$ cat config.mk
export PLATFORM = sky130hd
export DESIGN_NAME = hex_syscall_ctrl_flat
export DESIGN_NICKNAME = d
export VERILOG_FILES = /design/src/rtl/hex_syscall_ctrl_pkg.sv /design/src/rtl/hex_syscall_ctrl_if.sv /design/src/rtl/hex_syscall_ctrl.sv /design/src/flat_wrapper.sv
export SDC_FILE = /design/constraint.sdc
export NUM_CORES = 1
export LEC_CHECK = 0
export BUFFER_PORTS_ARGS = -buffer_cell sky130_fd_sc_hd__buf_2
export CAP_MARGIN = 5
export CELL_PAD_IN_SITES_DETAIL_PLACEMENT = 1
export CELL_PAD_IN_SITES_GLOBAL_PLACEMENT = 1
export CORE_MARGIN = 8
export CORE_UTILIZATION = 38
export CTS_BUF_LIST = sky130_fd_sc_hd__clkbuf_16
export CTS_CLUSTER_SIZE = 10
export DETAILED_ROUTE_END_ITERATION = 10
export GPL_ROUTABILITY_DRIVEN = 0
export GPL_TIMING_DRIVEN = 0
export PLACE_DENSITY = 0.86
export SETUP_SLACK_MARGIN = 0.1
export SYNTH_ARGS = -nofsm -noshare
export SYNTH_HDL_FRONTEND = slang
export SYNTH_SLANG_ARGS = --single-unit
$ cat constraint.sdc
create_clock -name i_clk -period 5 [get_ports i_clk]
set_clock_uncertainty 0.2 [all_clocks]
set_input_delay 0.75 -clock i_clk [delete_from_list [all_inputs] [get_ports i_clk]]
set_output_delay 0.75 -clock i_clk [all_outputs]
set_load 0.02 [all_outputs]
$ cat src/rtl/hex_syscall_ctrl_pkg.sv
// Shared types and constants for the Hex SVC system-call sequencer.
package hex_syscall_ctrl_pkg;

  localparam int unsigned BYTE_WIDTH = 8;

  typedef logic [15:0] waddr_t;
  typedef logic [31:0] word_t;

  typedef enum logic [1:0] {
    SYS_EXIT  = 2'd0,
    SYS_WRITE = 2'd1,
    SYS_READ  = 2'd2
  } syscall_t;

  typedef enum logic [3:0] {
    S_IDLE,
    S_F_SP,
    S_F_A0,
    S_F_A1,
    S_LD_A1,
    S_OUT,
    S_IN,
    S_WR_RES,
    S_DONE,
    S_HALT,
    S_ERR
  } svc_state_t;

  localparam waddr_t SVC_SP_WADDR = 16'd1;
  localparam waddr_t SVC_ARG_OFS  = 16'd2;

endpackage

$ cat src/rtl/hex_syscall_ctrl_if.sv
// Core / memory / host-stream signal bundle seen by the syscall sequencer.
interface hex_syscall_ctrl_if;
  import hex_syscall_ctrl_pkg::*;

  logic                    i_svc_valid;
  logic [31:0]             i_areg;
  logic                    o_svc_done;
  logic                    o_mem_en;
  logic                    o_mem_we;
  waddr_t                  o_mem_addr;
  word_t                   o_mem_wdata;
  word_t                   i_mem_rdata;
  logic                    o_out_valid;
  logic [BYTE_WIDTH-1:0]   o_out_data;
  logic [31:0]             o_out_stream;
  logic                    i_out_ready;
  logic                    i_in_valid;
  logic [BYTE_WIDTH-1:0]   i_in_data;
  logic                    o_in_ready;
  logic [31:0]             o_in_stream;
  logic                    o_exit;
  logic [31:0]             o_exit_code;
  logic                    o_error;

  modport master (
    input  i_svc_valid, i_areg, i_mem_rdata, i_out_ready, i_in_valid, i_in_data,
    output o_svc_done, o_mem_en, o_mem_we, o_mem_addr, o_mem_wdata,
           o_out_valid, o_out_data, o_out_stream, o_in_ready, o_in_stream,
           o_exit, o_exit_code, o_error
  );

  modport slave (
    output i_svc_valid, i_areg, i_mem_rdata, i_out_ready, i_in_valid, i_in_data,
    input  o_svc_done, o_mem_en, o_mem_we, o_mem_addr, o_mem_wdata,
           o_out_valid, o_out_data, o_out_stream, o_in_ready, o_in_stream,
           o_exit, o_exit_code, o_error
  );

endinterface

$ cat src/rtl/hex_syscall_ctrl.sv
// Sequences SVC EXIT/WRITE/READ: fetches sp and arguments, runs the byte
// handshake, writes back any result, then pulses done to release the core.
module hex_syscall_ctrl
  import hex_syscall_ctrl_pkg::*;
#(
  parameter waddr_t SP_WADDR = SVC_SP_WADDR,
  parameter waddr_t ARG_OFS  = SVC_ARG_OFS
) (
  input  logic                 i_clk,
  input  logic                 i_rst_n,
  hex_syscall_ctrl_if.master   bus
);

  svc_state_t            state_q;
  syscall_t              call_q;
  waddr_t                sp_q;
  word_t                 arg0_q;
  word_t                 arg1_q;
  logic [BYTE_WIDTH-1:0] byte_q;

  logic   mem_en, mem_we;
  waddr_t mem_addr;
  word_t  mem_wdata;

  always_ff @(posedge i_clk) begin
    if (!i_rst_n) begin
      state_q <= S_IDLE;
      call_q  <= SYS_EXIT;
      sp_q    <= '0;
      arg0_q  <= '0;
      arg1_q  <= '0;
      byte_q  <= '0;
    end else begin
      case (state_q)
        S_IDLE: if (bus.i_svc_valid) begin
          call_q  <= syscall_t'(bus.i_areg[1:0]);
          state_q <= (bus.i_areg >= 32'd3) ? S_ERR : S_F_SP;
        end
        S_F_SP:  state_q <= S_F_A0;
        S_F_A0: begin
          sp_q    <= bus.i_mem_rdata[15:0];
          state_q <= S_F_A1;
        end
        S_F_A1: begin
          arg0_q <= bus.i_mem_rdata;
          case (call_q)
            SYS_EXIT: state_q <= S_HALT;
            SYS_READ: state_q <= S_IN;
            default:  state_q <= S_LD_A1;
          endcase
        end
        S_LD_A1: begin
          arg1_q  <= bus.i_mem_rdata;
          state_q <= S_OUT;
        end
        S_OUT: if (bus.i_out_ready) state_q <= S_DONE;
        S_IN: if (bus.i_in_valid) begin
          byte_q  <= bus.i_in_data;
          state_q <= S_WR_RES;
        end
        S_WR_RES: state_q <= S_DONE;
        S_DONE:   state_q <= S_IDLE;
        S_HALT:   state_q <= S_HALT;
        S_ERR:    state_q <= S_ERR;
        default:  state_q <= S_IDLE;
      endcase
    end
  end

  // The first argument address is formed from the sp word still on the read
  // bus, so the argument fetch can be issued in the cycle sp arrives.
  always_comb begin
    mem_en    = 1'b0;
    mem_we    = 1'b0;
    mem_addr  = '0;
    mem_wdata = '0;
    case (state_q)
      S_F_SP: begin
        mem_en   = 1'b1;
        mem_addr = SP_WADDR;
      end
      S_F_A0: begin
        mem_en   = 1'b1;
        mem_addr = bus.i_mem_rdata[15:0] + ARG_OFS;
      end
      S_F_A1: if (call_q == SYS_WRITE) begin
        mem_en   = 1'b1;
        mem_addr = sp_q + ARG_OFS + 16'd1;
      end
      S_WR_RES: begin
        mem_en    = 1'b1;
        mem_we    = 1'b1;
        mem_addr  = sp_q + ARG_OFS - 16'd1;
        mem_wdata = {{(32-BYTE_WIDTH){1'b0}}, byte_q};
      end
      default: ;
    endcase
  end

  assign bus.o_mem_en     = mem_en;
  assign bus.o_mem_we     = mem_we;
  assign bus.o_mem_addr   = mem_addr;
  assign bus.o_mem_wdata  = mem_wdata;
  assign bus.o_out_valid  = (state_q == S_OUT);
  assign bus.o_out_data   = (state_q == S_OUT) ? arg0_q[BYTE_WIDTH-1:0] : '0;
  assign bus.o_out_stream = (state_q == S_OUT) ? arg1_q : '0;
  assign bus.o_in_ready   = (state_q == S_IN);
  assign bus.o_in_stream  = (state_q == S_IN) ? arg0_q : '0;
  assign bus.o_svc_done   = (state_q == S_DONE);
  assign bus.o_exit       = (state_q == S_HALT);
  assign bus.o_exit_code  = (state_q == S_HALT) ? arg0_q : '0;
  assign bus.o_error      = (state_q == S_ERR);

endmodule

$ cat src/flat_wrapper.sv
// flat-port wrapper written by rule: the top's interface ports become plain ports
module hex_syscall_ctrl_flat import hex_syscall_ctrl_pkg::*;
#(
  parameter waddr_t SP_WADDR = SVC_SP_WADDR,
  parameter waddr_t ARG_OFS  = SVC_ARG_OFS
)
  (i_clk, i_rst_n, bus_i_svc_valid, bus_i_areg, bus_i_mem_rdata, bus_i_out_ready, bus_i_in_valid, bus_i_in_data, bus_o_svc_done, bus_o_mem_en, bus_o_mem_we, bus_o_mem_addr, bus_o_mem_wdata, bus_o_out_valid, bus_o_out_data, bus_o_out_stream, bus_o_in_ready, bus_o_in_stream, bus_o_exit, bus_o_exit_code, bus_o_error);
  hex_syscall_ctrl_if bus_i ();
  input  logic i_clk;
  input  logic i_rst_n;
  input wire logic [$bits(bus_i.i_svc_valid)-1:0] bus_i_svc_valid;
  input wire logic [$bits(bus_i.i_areg)-1:0] bus_i_areg;
  input wire logic [$bits(bus_i.i_mem_rdata)-1:0] bus_i_mem_rdata;
  input wire logic [$bits(bus_i.i_out_ready)-1:0] bus_i_out_ready;
  input wire logic [$bits(bus_i.i_in_valid)-1:0] bus_i_in_valid;
  input wire logic [$bits(bus_i.i_in_data)-1:0] bus_i_in_data;
  output wire logic [$bits(bus_i.o_svc_done)-1:0] bus_o_svc_done;
  output wire logic [$bits(bus_i.o_mem_en)-1:0] bus_o_mem_en;
  output wire logic [$bits(bus_i.o_mem_we)-1:0] bus_o_mem_we;
  output wire logic [$bits(bus_i.o_mem_addr)-1:0] bus_o_mem_addr;
  output wire logic [$bits(bus_i.o_mem_wdata)-1:0] bus_o_mem_wdata;
  output wire logic [$bits(bus_i.o_out_valid)-1:0] bus_o_out_valid;
  output wire logic [$bits(bus_i.o_out_data)-1:0] bus_o_out_data;
  output wire logic [$bits(bus_i.o_out_stream)-1:0] bus_o_out_stream;
  output wire logic [$bits(bus_i.o_in_ready)-1:0] bus_o_in_ready;
  output wire logic [$bits(bus_i.o_in_stream)-1:0] bus_o_in_stream;
  output wire logic [$bits(bus_i.o_exit)-1:0] bus_o_exit;
  output wire logic [$bits(bus_i.o_exit_code)-1:0] bus_o_exit_code;
  output wire logic [$bits(bus_i.o_error)-1:0] bus_o_error;
  assign bus_i.i_svc_valid = bus_i_svc_valid;
  assign bus_i.i_areg = bus_i_areg;
  assign bus_i.i_mem_rdata = bus_i_mem_rdata;
  assign bus_i.i_out_ready = bus_i_out_ready;
  assign bus_i.i_in_valid = bus_i_in_valid;
  assign bus_i.i_in_data = bus_i_in_data;
  assign bus_o_svc_done = bus_i.o_svc_done;
  assign bus_o_mem_en = bus_i.o_mem_en;
  assign bus_o_mem_we = bus_i.o_mem_we;
  assign bus_o_mem_addr = bus_i.o_mem_addr;
  assign bus_o_mem_wdata = bus_i.o_mem_wdata;
  assign bus_o_out_valid = bus_i.o_out_valid;
  assign bus_o_out_data = bus_i.o_out_data;
  assign bus_o_out_stream = bus_i.o_out_stream;
  assign bus_o_in_ready = bus_i.o_in_ready;
  assign bus_o_in_stream = bus_i.o_in_stream;
  assign bus_o_exit = bus_i.o_exit;
  assign bus_o_exit_code = bus_i.o_exit_code;
  assign bus_o_error = bus_i.o_error;
  hex_syscall_ctrl #(.SP_WADDR(SP_WADDR), .ARG_OFS(ARG_OFS)) u_core (.i_clk(i_clk), .i_rst_n(i_rst_n), .bus(bus_i));
endmodule
Word-level counts from Yosys, hierarchy flattened:

Index checks and enable logic that the tools add are counted.

* register bits after elaboration: 94
* input port bits: 77
* word-level logic and storage cells: 48

* add/subtract/negate cells: 4
* magnitude comparators: 1
* equal/unequal tests: 15
* muxes and demuxes: 16
* reductions and logical operators: 6

Operator list (number)
* 32-bit 2-to-1 mux: 3
* 16-bit case mux with 4 select lines: 1
* 4-bit case mux with 10 select lines: 1
* 16-bit by 2-bit adder with 16-bit output, second input constant: 2
* 32-bit by 2-bit >= comparator with 1-bit output, second input constant: 1
* 16-bit by 1-bit adder with 16-bit output, second input constant: 1
* 4-bit by 3-bit equality test with 1-bit output, second input constant: 4
* 16-bit 2-to-1 mux: 1
* 4-bit 2-to-1 mux: 4
* 8-bit 2-to-1 mux: 2
* 16-bit by 1-bit subtractor with 16-bit output, second input constant: 1
* 4-bit equality test, second input constant: 3
* 4-bit by 2-bit equality test with 1-bit output, second input constant: 2
* 4-bit case mux with 2 select lines: 1
* 2-bit != test, second input constant: 3
* 4-bit by 1-bit equality test with 1-bit output, second input constant: 1
* 4-bit logical NOT: 1
* 2-bit AND reduction: 2
* 3-bit AND reduction: 1
* 3-bit OR reduction: 1
* 2-bit by 1-bit equality test with 1-bit output, second input constant: 1
* 2-bit equality test, second input constant: 1
* 2-bit logical NOT: 1
* 1-bit 2-to-1 mux: 2
* 1-bit case mux with 2 select lines: 1

Longest topological paths before layout:

Gate-level depths: netlist of the first run.

* word-level depth: 4
* gate-level depth with buffers: 10
* depth with buffers taken out: 9

Worst setup path after synthesis of the first run:

OpenSTA, ideal clock, no wires.

* kind: reg-to-output
* from: register u_core.sp_q[1]
* to: output bus_o_mem_addr[12]
* data arrival time: 2465 ps
* path slack: 1585 ps
* stages on the path, launching flop included: 10
* path buffers: 1
* cell sequence: dfxtp_1 buf_4 inv_1 ha_1 nor3b_2 o2111ai_1 or3_4 nor3_1 xor2_1 o221ai_1

* word-level cells in the longest chain between the ends: 4
* elaborated cells between the ends (all ways): 5
* classes of those cells: add/sub: 3; mux: 2

RTL lines
* start, declared: RTL line hex_syscall_ctrl.sv:16 `waddr_t sp_q;`
* start signal, assigned: RTL line hex_syscall_ctrl.sv:41 `sp_q <= bus.i_mem_rdata[15:0];`
* 16-bit by 2-bit adder with 16-bit output (*): RTL line hex_syscall_ctrl.sv:88, hex_syscall_ctrl.sv:93
* 16-bit by 1-bit adder with 16-bit output: RTL line hex_syscall_ctrl.sv:88 `mem_addr = sp_q + ARG_OFS + 16'd1;`
* 16-bit 2-to-1 mux: RTL line hex_syscall_ctrl.sv:86 `S_F_A1: if (call_q == SYS_WRITE) begin`
* 16-bit case mux with 4 select lines (*): RTL line hex_syscall_ctrl.sv:77 `case (state_q)`
* end, declared: RTL line flat_wrapper.sv:20 `output wire logic [$bits(bus_i.o_mem_addr)-1:0] bus_o_mem_addr;`

Every way passes the cells marked *; elsewhere a longest branch is shown, timed or not.

Final worst setup path of the first run:

* from: register u_core.state_q[0]
* to: output bus_o_mem_addr[2]

* word-level cells in the longest chain between the ends: 2
* elaborated cells between the ends (all ways): 5
* classes of those cells: eq/ne: 4; mux: 1

RTL lines
* start, declared: RTL line hex_syscall_ctrl.sv:14 `svc_state_t state_q;`
* start signal, assigned: RTL line hex_syscall_ctrl.sv:37 `state_q <= (bus.i_areg >= 32'd3) ? S_ERR : S_F_SP;`
* 4-bit by 3-bit equality test with 1-bit output, or another cell as far along: RTL line hex_syscall_ctrl.sv:77
* 16-bit case mux with 4 select lines (*): RTL line hex_syscall_ctrl.sv:77

Marks and branches as above.

==> results of run 1 <==
-- cells by family after synthesis --
| kind of cell | share of synthesized area (%) |
|---|---|
| compound gates | 19.4 |
| xor+xnor | 6.99 |
| fa+ha+maj | 1.32 |
| buf+inv | 8.33 |
| flops | 29.2 |
| mux | 0.485 |
| other cells | 0.0582 |
| simple gates | 34.3 |
-- worst max path at each step --
stage / start / to
floorplan: u_core.sp_q[1] / bus_o_mem_addr[12]
global placement: u_core.state_q[0] / bus_o_mem_addr[2]
detailed placement: u_core.state_q[0] / bus_o_mem_addr[2]
CTS: u_core.state_q[0] / bus_o_mem_addr[2]
global route: u_core.state_q[0] / bus_o_mem_addr[2]
finish: u_core.state_q[0] / bus_o_mem_addr[2]
-- layer usage --
metal / vias to the layer above / part of all wire, %
met3: 34 / 5.3
met5: - / 0.051
met4: 2 / 2.1
met1: 3312 / 42
met2: 182 / 51
li1: 3342 / -
-- through the flow --
step                hold slack (ps)  utilization (%)
finish                          261             49.3
global route                    284             49.3
CTS                             262             49.3
detailed placement              253             47.3
global placement                246             47.3
floorplan                       239                -
-- power groups by stage --
stage / registers, uW / clock network [uW] / logic [uW]
floorplan: 864 / 0 / 642
global placement: 880 / 0 / 886
detailed placement: 884 / 0 / 908
CTS: 868 / 792 / 915
global route: 879 / 820 / 1010
finish: 870 / 786 / 918
-- state kept, by name (all words and copies together), names as in the netlist --
| register | count |
|---|---|
| u_core.byte_q | 8 |
| u_core.arg1_q | 32 |
| u_core.call_q | 2 |
| u_core.sp_q | 16 |
| u_core.state_q | 4 |
| u_core.arg0_q | 32 |
-- cell type report --
type	instances	area, sq um
clock buffer	9	225
tap	220	275
clock inverter	7	113
multi-input combinational	692	4120
sequential	94	1880
buffer	92	495
inverter	11	41.3
timing repair buffer	206	1030
antenna	1	2.50
fill	2226	8400
-- cell usage in the layout (no fill, tap or decap), drive strengths merged, types with 17 or more instances in the layout --
cell type and instances:
buf 244, nand2 202, and2 115, dfxtp 94, a21boi 90, clkbuf 63, xnor2 31, nand3 25
conb 24, nor2 21, o21ai 19, xor2 17
-- worst reg2reg max path, stage by stage, from the launching register on --
cell and delay (ps):
dfxtp_1 420, clkbuf_1 350, nand2_1 170, nor3_1 570, clkbuf_1 450, nand2_1 130, a21boi_0 240
==> reports/results.tsv, run 1 <==
metric	value	unit
number of synthesized register bits	94	
Fmax achieved	241	MHz
cells after synthesis	866	
global-route wire length before repair	40.4	mm
CTS Buf Count	9	
largest net degree at the start of global routing	16	
CP Max Fanout	10	
worst hold start	u_core.arg1_q[7]	
Power Total	2570	uW
Critical-path top delay cell	clkbuf_1	
CTS max path bufs	2	
worst setup path class	reg2out	
final setup margin	859	ps
GR Layer Usage met1	27.0	%
Layout Area Growth over Synthesis	26.9	%
Slew HR	49.7	%
final hold violations	0	
Reg2Reg Setup Slack	2380	ps
clock share of power	30.5	%
initial DRC count	359	
quantity of gates resized following cts	0	
area of the core	0.0166	sq mm
Vias	6872	
clock latency on the worst-skew pair	340	ps
H-Tree Depth	3	
Int Pwr	1610	uW
top post-synthesis cells by count	nand2_1, and2_1, dfxtp_1	
sequential power share	33.8	%
Die H	146	microns
cell chain of the critical path	clkbuf_1 -> inv_1 -> nor2_1 -> nand3_1 -> inv_1 -> clkbuf_1 -> a22oi_1 -> nand2_1 -> o21ai_0 -> nand2_1 -> buf_2	
Synth Flop Type	dfxtp_1	
hold_buf cts	0	
outcome	finished clean	
WP data required	4050	ps
Slew Limit Fails	0	
Routed Antenna Nets	0	
end of the worst register-to-register path	u_core.sp_q[10]	
fin area	0.00818	sq mm
Slew @ Worst Pin	749	ps
clock-pin slew on the worst setup and hold paths	70	ps
drt total wl	25.7	mm
vias in the first global route	7297	
initial antenna violation count	2	
Placed Cells incl. Taps	1315	
total track usage	23.3	%
DR vias/cell	5.16	
drt first pass iters	4	
Synth Warn #	0	
Die Wd	146	microns
Yosys cell types	68	
P_sw	959	uW
die area	0.0214	sq mm
register area share after synthesis	29.2	%
Routed wire per std cell	19.3	microns
unrepaired setup endpoints after global routing	false	
met3 Use GR	4.94	%
Pwr per Cell Area	315	mW/mm^2
WHS Endpoint	u_core.arg1_q[7]	
dominant cells by area after synthesis	dfxtp_1, nand2_1, and2_1	
grt met2 use	42.1	%
CP max stage delay	460	ps
Root Buffer	clkbuf_16	
layout net count	1189	
busiest grt layer	met2	
Final setup viols	0	
share of the synthesized area in the top cell type	29.2	%
gr ovfl total	0	
setup bufs post-CTS	0	
hold path cells	2	
initial core utilization	38.9	%
DRC viols	0	
Critical path buffers and inverters	5	
DP HPWL	20.2	mm
Startpoint Class	flip-flop	
Rows	47	
Post-Syn Area per Cell	7.45	sq um
DP Area	0.00784	sq mm
Post-synth ARST share	0	%
share of layout cells above drive strength 1	25.1	%
VDD IR max	195	uV
# Max-Cap Violations	0	
most frequent cell after synthesis	nand2_1	
Post-Syn Area	0.00645	sq mm
minimum clock period	4140	ps
cell family with most CP delay	buffers and inverters	
reg-to-reg startpoint	u_core.state_q[1]	
critical path arrival	3190	ps
worst slack, placed	1200	ps
Setup crit end kind	primary output	
Sw Ratio	37.3	%
Yosys top cell by area	dfxtp_1	
Post-synth EDFFs	0	
worst r2r path cells	6	
Num Clock Sinks	94	
crit share post-route	82.8	%
Crit. path cell count	11	
min-delay worst type	reg2reg	
non-filler cells, final	1332	
combinational power share	35.7	%
Fin Setup TNS	0	ps
TritonCTS clock tree	done	
total I/O pin count	236	
# port buffers	206	
P_leak	0.00353	uW
No activity file was read; power rests on OpenSTA's default activity.
==> run 2: changes to the inputs <==
--- a/config.mk
+++ b/config.mk
@@ -5,18 +5,19 @@
 export SDC_FILE = /design/constraint.sdc
 export NUM_CORES = 1
 export LEC_CHECK = 0
+export ABC_AREA = 1
 export BUFFER_PORTS_ARGS = -buffer_cell sky130_fd_sc_hd__buf_2
 export CAP_MARGIN = 5
 export CELL_PAD_IN_SITES_DETAIL_PLACEMENT = 1
 export CELL_PAD_IN_SITES_GLOBAL_PLACEMENT = 1
 export CORE_MARGIN = 8
-export CORE_UTILIZATION = 38
+export CORE_UTILIZATION = 30
 export CTS_BUF_LIST = sky130_fd_sc_hd__clkbuf_16
 export CTS_CLUSTER_SIZE = 10
 export DETAILED_ROUTE_END_ITERATION = 10
 export GPL_ROUTABILITY_DRIVEN = 0
 export GPL_TIMING_DRIVEN = 0
-export PLACE_DENSITY = 0.86
+export PLACE_DENSITY = 0.76
 export SETUP_SLACK_MARGIN = 0.1
 export SYNTH_ARGS = -nofsm -noshare
 export SYNTH_HDL_FRONTEND = slang
==> constraint.sdc (replaced) <==
create_clock -name i_clk -period 3.5 [get_ports i_clk]
set_clock_uncertainty 0.2 [all_clocks]
set_input_delay 0.525 -clock i_clk [delete_from_list [all_inputs] [get_ports i_clk]]
set_output_delay 0.525 -clock i_clk [all_outputs]
set_load 0.02 [all_outputs]
==> reports/results.tsv, run 2 <==
metric	value	unit	change
Post-synth EDFFs	0		unchanged
worst setup path class	reg2out		
clock-pin slew on the worst setup and hold paths	70	ps	about the same
share of layout cells above drive strength 1	26.9	%	+1.8 points
number of synthesized register bits	94		unchanged
share of the synthesized area in the top cell type	31.3	%	+2.1 points
Rows	52		+11%
Fin Setup TNS	0	ps	unchanged
layout net count	1276		+7.3%
utilization of the core after routing	39.1	%	-10 points
Startpoint Class	flip-flop		
Yosys cell types	42		-38%
total I/O pin count	236		unchanged
Die Wd	158	microns	+7.8%
registers with the most flip-flops	u_core.arg0_q x32, u_core.arg1_q x32, u_core.sp_q x16		
WHS Endpoint	u_core.byte_q[4]		
hold path cells	2		unchanged
Root Buffer	clkbuf_16		
VDD IR max	232	uV	+19%
crit path from	u_core.sp_q[2]		
Num Clock Sinks	94		unchanged
cell family with most CP delay	simple AND/OR/NAND/NOR gates		
Routed Antenna Nets	0		unchanged
total track usage	19.5	%	-3.7 points
clock latency on the worst-skew pair	340	ps	about the same
Final setup viols	0		unchanged
Vias	6956		+1.2%
most frequent cell after synthesis	nor2_1		
die area	0.0249	sq mm	+16%
Synth Warn #	0		unchanged
Slew Limit Fails	0		unchanged
Yosys top cell by area	dfxtp_1		
drt total wl	24.6	mm	-4.2%
P_leak	0.00363	uW	+2.8%
dominant cells by area after synthesis	dfxtp_1, nor2_1, o21ai_0		
Post-Syn Area	0.00602	sq mm	-6.6%
vias in the first global route	7017		-3.8%
CTS max path bufs	2		unchanged
initial antenna violation count	0		-2
CP Max Fanout	10		unchanged
DR vias/cell	4.74		-8.2%
initial core utilization	30.1	%	-8.7 points
most frequent cells in the layout	buf_2, nor2_1, inv_1		
TritonCTS clock tree	done		
Routed wire per std cell	16.7	microns	-13%
reg-to-reg startpoint	u_core.state_q[3]		
end of the worst register-to-register path	u_core.sp_q[12]		
Synth Flop Type	dfxtp_1		
min-delay worst type	reg2reg		
critical path arrival	2480	ps	-710 ps
CTS Buf Count	9		unchanged
Layout Area Growth over Synthesis	29.8	%	
Post-Syn Area per Cell	6.35	sq um	-15%
Pwr per Cell Area	491	mW/mm^2	+56%
Fmax achieved	312	MHz	
area of the core	0.0200	sq mm	+20%
# port buffers	210		+1.9%
Slew @ Worst Pin	686	ps	-63.4 ps
worst r2r path cells	7		+1
H-Tree Depth	3		unchanged
global-route wire length before repair	37.9	mm	-6.2%
WP data required	2770	ps	-1280 ps
worst hold start	u_core.byte_q[4]		
minimum clock period	3200	ps	
CP max stage delay	410	ps	-50 ps
outcome	finished clean		
final hold violations	0		unchanged
Post-synth ARST share	0	%	unchanged
largest net degree at the start of global routing	16		unchanged
DP HPWL	20.5	mm	+1.3%
gr ovfl total	0		unchanged
top post-synthesis cells by count	nor2_1, inv_1, o21ai_0		
register area share after synthesis	31.3	%	+2.1 points
unrepaired setup endpoints after global routing	true		
Setup crit end kind	primary output		
cells after synthesis	948		+9.5%
Die H	158	microns	+7.8%
n_diodes	0		-1
# Max-Cap Violations	0		unchanged
commonest non-fill, non-tap cell in the layout	buf_2		
Critical path buffers and inverters	3		-2
Critical-path top delay cell	dfxtp_4		
DRC viols	0		unchanged
initial DRC count	263		-27%
Slew HR	54.3	%	+4.6 points
cell chain of the critical path	ha_1 -> buf_4 -> inv_1 -> nand2_1 -> nand2_1 -> nor2_1 -> nand2_1 -> nor2_2 -> nand4_2 -> nor2_2 -> nand3_1 -> nand3_1 -> nand3_1 -> buf_2		
Reg2Reg Setup Slack	1330	ps	-1050 ps
crit share post-route	91.4	%	
drt first pass iters	4		unchanged
run 2: cell count changes after synthesis, sizes merged, moves of 18 or more:
cell	previous run	this run
nand2	202	128
xnor2	31	0
o21ai	19	115
clkbuf	54	36
a21oi	14	101
nand3	25	52
nor2	21	201
and2	115	1
inv	11	129
a21boi	90	0
run 2: cells by family after synthesis:
kind of cell,synth area share (%)
and+or+nand+nor,32.7
AOI/OAI and AO/OA,19.6
buffers and inverters,14.8
DFF,31.3
adders and majority gates,1.25
xor gates and xnor gates,0.436
other,0.0623
run 2: worst max path at each step:
stage	end	slack (ps)	cells after the start
final	bus_o_mem_addr[15]	300	14
after global routing	bus_o_mem_addr[14]	90	15
after CTS	bus_o_mem_addr[15]	110	14
after detailed placement	bus_o_mem_addr[11]	390	10
after global placement	bus_o_mem_addr[11]	420	10
after floorplan	bus_o_mem_addr[5]	690	10
run 2: repair_timing:
| action | in CTS | in global routing |
|---|---|---|
| gates resized for setup | 1 | 11 |
| setup buffers | 0 | 1 |
| setup endpoints to repair | 2 | 11 |
| pin swaps | 0 | 1 |
| cloned | 0 | 0 |
| hold buffers | 0 | 0 |
run 2: worst min-delay path, cell delays in order, from the launching register on:
cell and delay [ps]:
dfxtp_1 300, inv_1 60, a21oi_1 50
run 2: per-layer routing:
layer / GRT usage (%) / routed length (microns)
met4: 5.17 / 433
met5: 0 / 0
met3: 3.47 / 1410
met1: 23.5 / 10600
met2: 35.0 / 12100
run 2: per-stage QoR:
stage / instance area (sq um) / hold WS, ps / setup slack [ps] / instances / total power (uW)
after detailed placement: 7500 / 246 / 394 / 1451 / 2860
after global placement: 7500 / 240 / 420 / 1451 / 2820
after floorplan: 6110 / 230 / 691 / 971 / 2400
after CTS: 7790 / 251 / 113 / 1467 / 3840
final: 7820 / 256 / 300 / 1468 / 3830
after global routing: 7820 / 268 / 89.0 / 1468 / 4090
run 2: power breakdown:
part           switching (uW)  internal [uW]  total [uW]  leakage, uW
combinational            1040            462        1500      0.00272
clock                     429            552         980     0.000153
sequential                145           1210        1350     0.000762
total                    1610           2220        3830      0.00363
run 2: area by class of cell:
| type | instances | area [sq um] |
|---|---|---|
| fill | 2736 | 12200 |
| multi-input combinational | 677 | 3350 |
| sequential | 94 | 1890 |
| timing repair buffer | 211 | 1060 |
| inverter | 133 | 504 |
| buffer | 67 | 385 |
| tap | 270 | 338 |
| clock buffer | 9 | 225 |
| clock inverter | 7 | 65.1 |
==> run 3: changes to the inputs <==
--- a/config.mk
+++ b/config.mk
@@ -10,7 +10,7 @@
 export CAP_MARGIN = 5
 export CELL_PAD_IN_SITES_DETAIL_PLACEMENT = 1
 export CELL_PAD_IN_SITES_GLOBAL_PLACEMENT = 1
-export CORE_MARGIN = 8
+export CORE_MARGIN = 3
 export CORE_UTILIZATION = 30
 export CTS_BUF_LIST = sky130_fd_sc_hd__clkbuf_16
 export CTS_CLUSTER_SIZE = 10
==> reports/results.tsv, run 3 (synthesis results as in run 2) <==
metric	value	unit	change
TritonCTS clock tree	done		
Startpoint Class	flip-flop		
Reg2Reg Setup Slack	1340	ps	about the same
Slew @ Worst Pin	675	ps	-10.6 ps
Die Wd	148	microns	-6.3%
number of fill cells in the layout	2671		-2.4%
critical path arrival	2470	ps	about the same
# port buffers	210		unchanged
initial antenna violation count	2		+2
worst setup path class	reg2out		
final hold violations	0		unchanged
CTS max path bufs	2		unchanged
WP data required	2770	ps	about the same
Routed Antenna Nets	0		unchanged
die area	0.0218	sq mm	-12%
crit share post-route	91.3	%	-0.14 points
Layout Area Growth over Synthesis	29.2	%	
Die H	148	microns	-6.3%
share of layout cells above drive strength 1	26.7	%	-0.14 points
minimum clock period	3200	ps	-5.03 ps
VDD IR max	254	uV	+9.2%
Setup crit end kind	primary output		
Root Buffer	clkbuf_16		
unrepaired setup endpoints after global routing	true		
Critical path buffers and inverters	3		unchanged
DR vias/cell	4.73		-0.14%
utilization of the core after routing	39.7	%	+0.58 points
area of the core	0.0196	sq mm	-1.9%
Final setup viols	0		unchanged
vias in the first global route	7237		+3.1%
DRC viols	0		unchanged
setup bufs post-CTS	0		unchanged
Fmax achieved	313	MHz	+0.16%
outcome	finished clean		
global-route wire length before repair	38.0	mm	+0.13%
Fin Setup TNS	0	ps	unchanged
DP HPWL	19.8	mm	-3.4%
Pwr per Cell Area	485	mW/mm^2	-1.1%
# Max-Cap Violations	0		unchanged
P_leak	0.00360	uW	-0.93%
drt total wl	24.4	mm	-0.88%
non-filler cells, final	1464		-0.27%
Critical-path top delay cell	dfxtp_2		
Slew Limit Fails	0		unchanged
CTS Buf Count	9		unchanged
Rows	51		-1.9%
largest net degree at the start of global routing	16		unchanged
gr ovfl total	0		unchanged
cell family with most CP delay	simple AND/OR/NAND/NOR gates		
Routed wire per std cell	16.6	microns	-0.61%
clock-pin slew on the worst setup and hold paths	70	ps	about the same
most frequent cells in the layout	buf_2, nor2_1, inv_1		
H-Tree Depth	3		unchanged
registers with the most flip-flops	u_core.arg0_q x32, u_core.arg1_q x32, u_core.sp_q x16		
Num Clock Sinks	94		unchanged
Placed Cells incl. Taps	1446		-0.34%
min-delay worst type	in2reg		
CP max stage delay	410	ps	about the same
initial DRC count	282		+7.2%
Slew HR	55.0	%	+0.70 points
total track usage	21.8	%	+2.2 points
drt first pass iters	4		unchanged
Vias	6927		-0.42%
layout net count	1275		-0.078%
initial core utilization	30.7	%	+0.59 points
commonest non-fill, non-tap cell in the layout	buf_2		
cell chain of the critical path	inv_2 -> ha_1 -> inv_1 -> nand2_1 -> nor2_2 -> nand2_1 -> nor2_2 -> nand2_2 -> nor2_4 -> nand2_2 -> nor2_2 -> nor2_1 -> nand2_1 -> nand3_1 -> buf_2		
clock latency on the worst-skew pair	340	ps	about the same
CP Max Fanout	6		-4
total I/O pin count	236		unchanged
[run 3: final timing paths]
kind | cells after the start | endpoint | start
setup / recovery | 15 | bus_o_mem_addr[12] | u_core.sp_q[1]
hold reg to reg | 2 | u_core.arg1_q[18] | u_core.arg1_q[18]
setup reg to reg | 7 | u_core.sp_q[12] | u_core.state_q[3]
hold / removal | 3 | u_core.call_q[1] | bus_i_areg[1]
[run 3: power breakdown]
| part | internal [uW] | total, uW | switching, uW |
|---|---|---|---|
| Clock | 476 | 910 | 433 |
| Combinational | 462 | 1520 | 1050 |
| Sequential | 1210 | 1350 | 144 |
[run 3: through the flow]
| stage | setup slack (ps) | total power (uW) | hold WS [ps] | cell area, sq um |
|---|---|---|---|---|
| 6_report | 305 | 3770 | 251 | 7780 |
| 5_1_grt | 56.0 | 4030 | 273 | 7780 |
| 4_1_cts | 121 | 3780 | 249 | 7760 |
| 3_5_place_dp | 403 | 2870 | 248 | 7490 |
| 3_3_place_gp | 416 | 2820 | 240 | 7490 |
| 2_1_floorplan | 691 | 2400 | 230 | 6110 |
[run 3: cell type report]
cell class                 instances  area (sq um)  share of cell area (%)
multi-input combinational        677          3350                    43.1
sequential                        94          1890                    24.3
timing repair buffer             210          1050                    13.5
inverter                         133           504                    6.48
buffer                            67           385                    4.95
tap                              265           332                    4.26
clock buffer                       9           225                    2.90
clock inverter                     7          40.0                   0.515
antenna                            2          5.00                  0.0643
[run 3: repair_timing]
item | 4_1_cts | 5_1_grt
endpoints found under the setup margin | 1 | 10
gates resized for setup | 1 | 10
hold buffers | 0 | 0
[run 3: worst reg2reg max path: stages, from the launching register on]
cell and delay (ps):
dfxtp_1 330, nor2_1 140, inv_1 90, nor2_1 350, inv_2 220, clkbuf_1 330, o21ai_0 310, a21oi_1 70
[run 3: per-layer routing]
layer / vias to the layer above / global-route usage, % / part of all wire, %
li1: 3489 / - / -
met1: 3277 / 27.1 / 45
met2: 143 / 39.4 / 50
met3: 18 / 2.42 / 3.9
met4: 0 / 6.62 / 1.3
met5: - / 0 / 0
